### src/rtl/apb_slave_regfile.sv
// apb_slave_regfile: APB completer holding a bank of DATA_W-bit registers.
// Each transfer is SETUP, then 1+WAIT_STATES ACCESS cycles. pready is
// registered, so with zero wait states it is already high in the first
// ACCESS cycle. Addresses at or above NUM_REGS drop writes and read as 0.
// Optional feature macro: APB_SLAVE_PSLVERR_EN. When it is defined, an
// out-of-range access raises pslverr alongside pready. When it is not
// defined, pslverr is tied low.
module apb_slave_regfile #(
   parameter int ADDR_W      = 4,
   parameter int DATA_W      = 8,
   parameter int NUM_REGS    = 16,
   parameter int WAIT_STATES = 0
) (
   input  logic              pclk,
   input  logic              presetn,
   input  logic [ADDR_W-1:0] paddr,
   input  logic              pwrite,
   input  logic              psel,
   input  logic              penable,
   input  logic [DATA_W-1:0] pwdata,
   output logic [DATA_W-1:0] prdata,
   output logic              pready,
   output logic              pslverr
);

   localparam int DEPTH = 2**ADDR_W;

   typedef enum logic [1:0] {S_IDLE, S_WAIT, S_READY} state_t;

   state_t            r_state;
   logic [ADDR_W-1:0] r_addr;
   logic              r_write;
   logic [3:0]        r_cnt;
   logic [DATA_W-1:0] r_regs [DEPTH];
   logic [DATA_W-1:0] r_prdata;
   logic              r_pready;

   logic              w_setup;
   logic              w_access;
   logic [ADDR_W-1:0] w_addr;
   logic              w_is_rd;
   logic              w_in_rng;
   logic [DATA_W-1:0] w_rdata;
   logic              w_enter_rdy;
   logic              w_leave_rdy;

   assign w_setup  = psel & ~penable;
   assign w_access = psel & penable;

   // When jumping straight from IDLE to READY the address and direction are
   // still on the bus, not yet latched, so take them from the bus in IDLE.
   assign w_addr   = (r_state == S_IDLE) ? paddr : r_addr;
   assign w_is_rd  = (r_state == S_IDLE) ? ~pwrite : ~r_write;
   assign w_in_rng = 32'(w_addr) < 32'(NUM_REGS);
   assign w_rdata  = w_in_rng ? r_regs[w_addr] : '0;

   assign w_enter_rdy = ((r_state == S_IDLE) && w_setup && (WAIT_STATES == 0)) ||
                        ((r_state == S_WAIT) && w_access && (r_cnt == 4'd1));
   // Leaving READY either completes the transfer or aborts it when psel drops.
   assign w_leave_rdy = (r_state == S_READY) && (w_access || !psel);

   // Transfer FSM, register bank and registered response outputs.
   always_ff @(posedge pclk or negedge presetn) begin
      if (!presetn) begin
         r_state  <= S_IDLE;
         r_addr   <= '0;
         r_write  <= 1'b0;
         r_cnt    <= '0;
         r_prdata <= '0;
         r_pready <= 1'b0;
         for (int i = 0; i < DEPTH; i++) begin
            r_regs[i] <= '0;
         end
      end else begin
         case (r_state)
            S_IDLE: begin
               if (w_setup) begin
                  r_addr  <= paddr;
                  r_write <= pwrite;
                  r_cnt   <= 4'(WAIT_STATES);
                  r_state <= (WAIT_STATES == 0) ? S_READY : S_WAIT;
               end
            end
            S_WAIT: begin
               if (!psel) begin
                  r_state <= S_IDLE;
               end else if (penable) begin
                  r_cnt <= r_cnt - 4'd1;
                  if (r_cnt == 4'd1) begin
                     r_state <= S_READY;
                  end
               end
            end
            S_READY: begin
               if (!psel) begin
                  r_state <= S_IDLE;
               end else if (penable) begin
                  // pwdata is taken on the completion edge, not at SETUP.
                  if (r_write && w_in_rng) begin
                     r_regs[r_addr] <= pwdata;
                  end
                  r_state <= S_IDLE;
               end
            end
            default: r_state <= S_IDLE;
         endcase

         if (w_enter_rdy) begin
            r_pready <= 1'b1;
            if (w_is_rd) begin
               r_prdata <= w_rdata;
            end
         end else if (w_leave_rdy) begin
            r_pready <= 1'b0;
         end
      end
   end

`ifdef APB_SLAVE_PSLVERR_EN
   logic r_pslverr;

   // Error flag rises with pready for out-of-range addresses, clears with it.
   always_ff @(posedge pclk or negedge presetn) begin
      if (!presetn) begin
         r_pslverr <= 1'b0;
      end else if (w_enter_rdy) begin
         r_pslverr <= ~w_in_rng;
      end else if (w_leave_rdy) begin
         r_pslverr <= 1'b0;
      end
   end

   assign pslverr = r_pslverr;
`else
   assign pslverr = 1'b0;
`endif

   assign prdata = r_prdata;
   assign pready = r_pready;

endmodule
### config.mk
export PLATFORM = sky130hd
export DESIGN_NAME = apb_slave_regfile
export DESIGN_NICKNAME = d
export VERILOG_FILES = /design/src/rtl/apb_slave_regfile.sv
export SDC_FILE = /design/constraint.sdc
export NUM_CORES = 1
export LEC_CHECK = 0
export BUFFER_PORTS_ARGS = -buffer_cell sky130_fd_sc_hd__clkbuf_2
export CORE_MARGIN = 5
export CORE_UTILIZATION = 40
export CTS_CLUSTER_DIAMETER = 200
export CTS_CLUSTER_SIZE = 28
export DETAILED_ROUTE_END_ITERATION = 8
export RECOVER_POWER = 100
export SLEW_MARGIN = 5
export SYNTH_ARGS = -nofsm -noshare
export SYNTH_HDL_FRONTEND = slang
export SYNTH_SLANG_ARGS = --single-unit
export TNS_END_PERCENT = 20
### constraint.sdc
create_clock -name pclk -period 6.34 [get_ports pclk]
set_input_delay 1.268 -clock pclk [delete_from_list [all_inputs] [get_ports pclk]]
set_output_delay 1.268 -clock pclk [all_outputs]
set_load 0.02 [all_outputs]
# --- After elaboration in Yosys (flattened, before gate mapping) ---
# Index checks and enable logic that the tools add are counted.
word_totals:
  register_bits: 148
  inputBits: 17
  out_inout_bits: 10
op_classes:
  add_sub_neg: 1
  order_cmp: 3
  n_eq_ne: 9
  muxes: 21
  bitwise_logic: 7
  reduce_logical: 16
op_table:
  columns: ["op", "count"]
  rows:
  - ["128-bit bitwise mux", 1]
  - ["8-bit binary-select mux with 4-bit select", 1]
  - ["8-bit demux with 4-bit select", 1]
  - ["8-bit 2-to-1 mux", 3]
  - ["4-bit 2-to-1 mux", 4]
  - ["2-bit 2-to-1 mux", 6]
  - ["4-bit AND reduction", 3]
  - ["5-bit >= comparator (second input constant)", 2]
  - ["4-bit NOT with 5-bit output", 2]
  - ["4-bit case mux with 2 select lines", 1]
  - ["2-bit != test (second input constant)", 3]
  - ["3-bit != test (second input constant)", 2]
  - ["2-bit case mux with 3 select lines", 1]
  - ["1-bit logical AND", 5]
  - ["5-bit by 1-bit less-than comparator with 1-bit output (second input constant)", 1]
  - ["4-bit by 1-bit equality test with 1-bit output (second input constant)", 1]
  - ["2-bit AND reduction", 2]
  - ["2-bit nonzero test", 2]
  - ["4-bit by 1-bit subtractor with 4-bit output (second input constant)", 1]
  - ["1-bit 2-to-1 mux", 3]
  - ["3-bit by 2-bit != test with 1-bit output (second input constant)", 1]
  - ["1-bit NOT", 3]
  - ["1-bit AND", 2]
  - ["2-bit by 1-bit equality test with 1-bit output (second input constant)", 1]
  - ["other kinds (4)", 5]

# --- Longest topological paths before layout ---
depth:
  word_depth: 6
  ltp_mapped: 10
  mapped_depth_nobuf: 5

# --- Worst setup path before layout ---
# OpenSTA, ideal clock, no wires.
synth_timing:
  path_kind: "input to register"
  from: "in psel"
  to: "reg r_prdata[5] (netlist: prdata[5])"
  setup_time_ns: 0.082
  arrival_ns: 2.659
  path_slack_ns: 3.599
  path_stages: 8
  n_path_buf: 3
  cell_sequence: "nor2b_1 > ha_1 > clkbuf_1 > and2_1 > buf_1 > clkbuf_1 > nor2_1 > a31oi_1"
synth_between:
  elab_chain_len: 5
synth_rtl:
  columns: ["element", "line", "text"]
  rows:
  - ["start: declaration", "18", "input logic psel,"]
  - ["1-bit AND", "48", "assign w_access = psel & penable;"]
  - ["1-bit logical AND (2 in a row)", "58", "((r_state == S_WAIT) && w_access && (r_cnt == 4'd1));"]
  - ["1-bit logical OR (*)", "57", "assign w_enter_rdy = ((r_state == S_IDLE) && w_setup && (WAIT_STATES == 0)) ||"]
  - ["net w_enter_rdy", "44", "logic w_enter_rdy;"]
  - ["2-bit AND reduction (no source line) (*)", null, null]
  - ["end signal: assignment", "111", "r_prdata <= w_rdata;"]
  - ["end: declaration", "35", "logic [DATA_W-1:0] r_prdata;"]
# The timed path passes the listed nets; every way through them passes the cells marked *.
# A chain may end at the register's enable or synchronous reset.

# --- Worst setup path in the final report ---
layout_timing:
  from: "reg r_addr[0]"
  to: "reg r_regs[101] in the netlist's numbering"
layout_between:
  elab_chain_len: 6
layout_rtl:
  columns: ["element", "line", "text"]
  rows:
  - ["start: declaration", "31", "logic [ADDR_W-1:0] r_addr;"]
  - ["start signal: assignment", "78", "r_addr <= paddr;"]
  - ["4-bit NOT with 5-bit output (not written as such) (*)", "100", "r_regs[r_addr] <= pwdata;"]
  - ["5-bit >= comparator (not written as such) / 5-bit by 1-bit less-than comparator with 1-bit output (equally long branches)", "100", null]
  - ["1-bit logical AND (not written as such)", "100", null]
  - ["8-bit 2-to-1 mux (not written as such)", "100", null]
  - ["8-bit demux with 4-bit select (*)", "100", null]
  - ["128-bit bitwise mux (*)", "100", null]
  - ["end signal: indexed assignment", "100", null]
  - ["end: declaration", "34", "logic [DATA_W-1:0] r_regs [DEPTH];"]
# Every way passes the cells marked *; elsewhere a longest branch is shown, timed or not.

==> flow_metrics.py <==
metrics = {
    "synth": {
        "ys_top_cells_by_area": "dfrtp_1 (47%), mux2_2 (17%), nor2b_1 (11%), o22ai_1 (5.3%), a221oi_1 (3.7%)",
        "synth.yosys.seq_area_share_pct": 47.0,
        "synthesis.yosys.warnings": 0,
        "yosys.cell_count.top_type": "dfrtp_1",
        "post_synth_instance_area_um2": 7610,
        "count_of_state_elements_after_synthesis": 143,
        "yosysTopAreaCell": "dfrtp_1",
        "fraction_of_post_synthesis_cell_area_in_the_top_cell_type_by_area_pct": 47.0,
        "syn-mean-instance-area_um2": 10.3,
        "synth_unique_cells": 36,
        "synthesis.instances": 740,
        "synth.cells.most_frequent": "dfrtp_1 (143), nor2b_1 (129), mux2_2 (115)",
        "yosys_most_used_dff": "dfrtp_1",
        "synth_fp_nets": 758,
        "synth-edff-count": 0,
        "synth_async_sr_flop_share_pct": 100,
    },
    "setup_path": {
        "setup_cp_type": "flop to flop",
        "critical_path.max_fanout": 49,
        "cp_data_arrival_time_ns": 4.44,
        "critical_path.startpoint_type": "flop",
        "worst_setup_path_end_kind": "flop",
        "required_ns": 6.65,
    },
    "die": {
        "io_pins": 27,
        "floorplan.rows": 50,
        "core-area_um2": 18700,
        "initial_core_utilization_pct": 40.7,
        "die-height_um": 148,
        "die_area_um2": 21900,
        "dieWidth_um": 148,
    },
    "layout": {
        "areaGrowthSynthToFinish_pct": 10.8,
        "nFillCells": 1753,
        "layout_cells_sized_above_1_pct": 21.9,
        "post-route-util_pct": 45.1,
        "count_of_antenna_diodes_in_the_layout": 0,
        "post-route-cell-area_um2": 8440,
        "final_net_count": 758,
    },
    "timing": {
        "worst_pin_slew_ns": 2.68,
        "final-max-slew-violation-count": 109,
        "final-setup-viol-count": 0,
        "fin_crit_sh_pct": 65.1,
        "final.setup_skew_ns": 0.00653,
        "period_minus_slack_ns": 4.13,
        "rsz0062_at_grt": "false",
        "timing.fmax_mhz": 242,
        "final-hold-violation-count": 0,
        "timing.slew.headroom_pct": -78.9,
        "fin_tns_setup_ns": 0,
    },
    "routing": {
        "vias": 5809,
        "postRouteAntennaNets": 0,
        "detail_route.wirelength_um": 21500,
        "first_pass_iters": 5,
        "drt_drc": 0,
        "drt-wirelength-per-cell_um": 21.8,
        "routed_via_density": 5.89,
        "detailedRoute.firstIterationViolations": 375,
    },
    "clock_network": {
        "cts_resized": 0,
        "worstSkewPairLatency_ns": 0.43,
        "cts_inserted_buffers": 17,
        "cts.clk_slew.worst_paths_ns": 0.06,
        "h-tree-depth": 4,
        "cts-root-to-sink-buffers": 2,
        "postCtsSetupRepairBufs": 0,
        "cts_num_sinks": 143,
        "clock_root_buffer": "clkbuf_16",
        "ctsHoldBuffers": 0,
        "cts_tree": "done",
    },
    "power_and_ir_drop": {
        "leakage_dissipation_nw": 3.71,
        "power.share.clock_pct": 26.9,
        "total_power_density_per_cell_area_nw_per_um2": 482,
        "sequentialPowerShare_pct": 36.8,
        "switching_share_pct": 37.0,
        "p_comb_share_pct": 36.4,
        "cellInternalPower_mw": 2.56,
        "netSwitchingPower_mw": 1.50,
        "vdd_drop_max_mv": 0.251,
    },
    "grt": {
        "grt_remaining_overflow": 0,
        "track_usage_pct": 19.9,
        "grt_util_met3_pct": 3.74,
        "grt_first_pass_wirelength_um": 33400,
        "gr-usage-met1_pct": 25.6,
        "antenna_found_initial": 0,
        "grt_use_met2_pct": 32.5,
        "grt_max_degree": 96,
        "gr-max-usage-layer": "met2",
        "first_global_vias": 5946,
    },
    "placement": {
        "gp_congestion": 0.819,
        "detailedPlacementHpwl_um": 13600,
        "dpl_cell_area_um2": 7870,
        "port_buffers": 25,
    },
    "status": {
        "outcome": "complete, but fails checks",
        "violations_in_the_final_reports": "max-capacitance violations, max-slew violations",
    },
    "flow_run": {
        "max_cap_violations": 3,
    },
    "worst_hold_path": {
        "worst_hold_path_type": "flop to flop",
    },
}
==> power by group through the flow <==
stage | Sequential, mW | Combinational [mW] | Clock (mW)
floorplan | 1.41 | 1.11 | 0
global placement | 1.49 | 1.45 | 0
detailed placement | 1.51 | 1.48 | 0
CTS | 1.50 | 1.49 | 1.11
global route | 1.53 | 1.59 | 1.15
finish | 1.50 | 1.48 | 1.09
==> area by class of cell <==
cell class / count / area (um^2) / area share, %
Sequential cell: 143 / 3580 / 42.4
Inverter: 51 / 191 / 2.27
Tap cell: 234 / 293 / 3.47
Clock inverter: 11 / 189 / 2.24
Multi-Input combinational cell: 495 / 3570 / 42.4
Clock buffer: 20 / 447 / 5.29
Timing Repair Buffer: 32 / 164 / 1.94
==> cells in the final DEF (no fill, tap or decap), types with 14 or more instances in the layout <==
cell       instances
inv_1             51
a221oi_1          32
dfrtp_1          142
clkbuf_1          14
o22ai_1           64
clkbuf_2          14
mux2_2           114
nor2_1            20
nand2_1           39
nor2b_1          129
o21ai_0           42
clkbuf_16         17
==> path summary, 6_finish.rpt <==
path                                         from                       to  slack [ns]  cells after the start
setup / recovery            r_addr[0]$_DFFE_PN0P_  r_regs[101]$_DFFE_PN0P_        2.21                      4
setup reg to reg            r_addr[0]$_DFFE_PN0P_  r_regs[101]$_DFFE_PN0P_        2.21                      4
max in group asynchronous                 presetn   r_regs[93]$_DFFE_PN0P_        2.41                      2
hold reg to reg            r_regs[19]$_DFFE_PN0P_   r_regs[19]$_DFFE_PN0P_        0.51                      1
hold / removal             r_regs[19]$_DFFE_PN0P_   r_regs[19]$_DFFE_PN0P_        0.51                      1
min in group asynchronous                 presetn  r_regs[105]$_DFFE_PN0P_        0.91                      1
==> metal layers <==
| metal | vias to the layer above | part of all wire [%] | wire length, um |
|---|---|---|---|
| met2 | 208 | 48 | 10400 |
| met3 | 69 | 5.3 | 1130 |
| met5 | - | 0 | 0 |
| met1 | 2934 | 42 | 9080 |
| li1 | 2598 | - | - |
| met4 | 0 | 4.2 | 913 |
==> critical path, stage by stage (launching register included) <==
cell and delay, ns:
dfrtp_2 0.73, clkbuf_1 1.66, nand2_1 0.30, nor2_1 0.88, mux2_2 0.42
==> sequential cells by signal (all words and copies together), names as in the netlist <==
signal	cells
r_addr	4
r_regs	128
prdata	8
pready	1
r_write	1
r_state	1
==> logic make-up after synthesis <==
family                   share of synthesized area [%]
AND/OR/NAND/NOR                                   15.5
AO/OA/AOI/OAI                                     14.0
flip-flops                                        47.0
multiplexers                                      17.6
buffers and inverters                             5.39
XOR/XNOR                                         0.230
adder cells (fa/ha/maj)                          0.164
other                                           0.0493
==> per-stage QoR <==
stage               total power, mW  setup WS, ns  instances  hold WS [ns]
floorplan                      2.52          3.60        740         0.465
finish                         4.07          2.21        986         0.506
detailed placement             2.99          2.78        955         0.490
global route                   4.28          1.60        986         0.512
global placement               2.94          2.89        955         0.477
CTS                            4.09          3.24        986         0.508
Note: power is estimated with default switching activity, not from simulation.
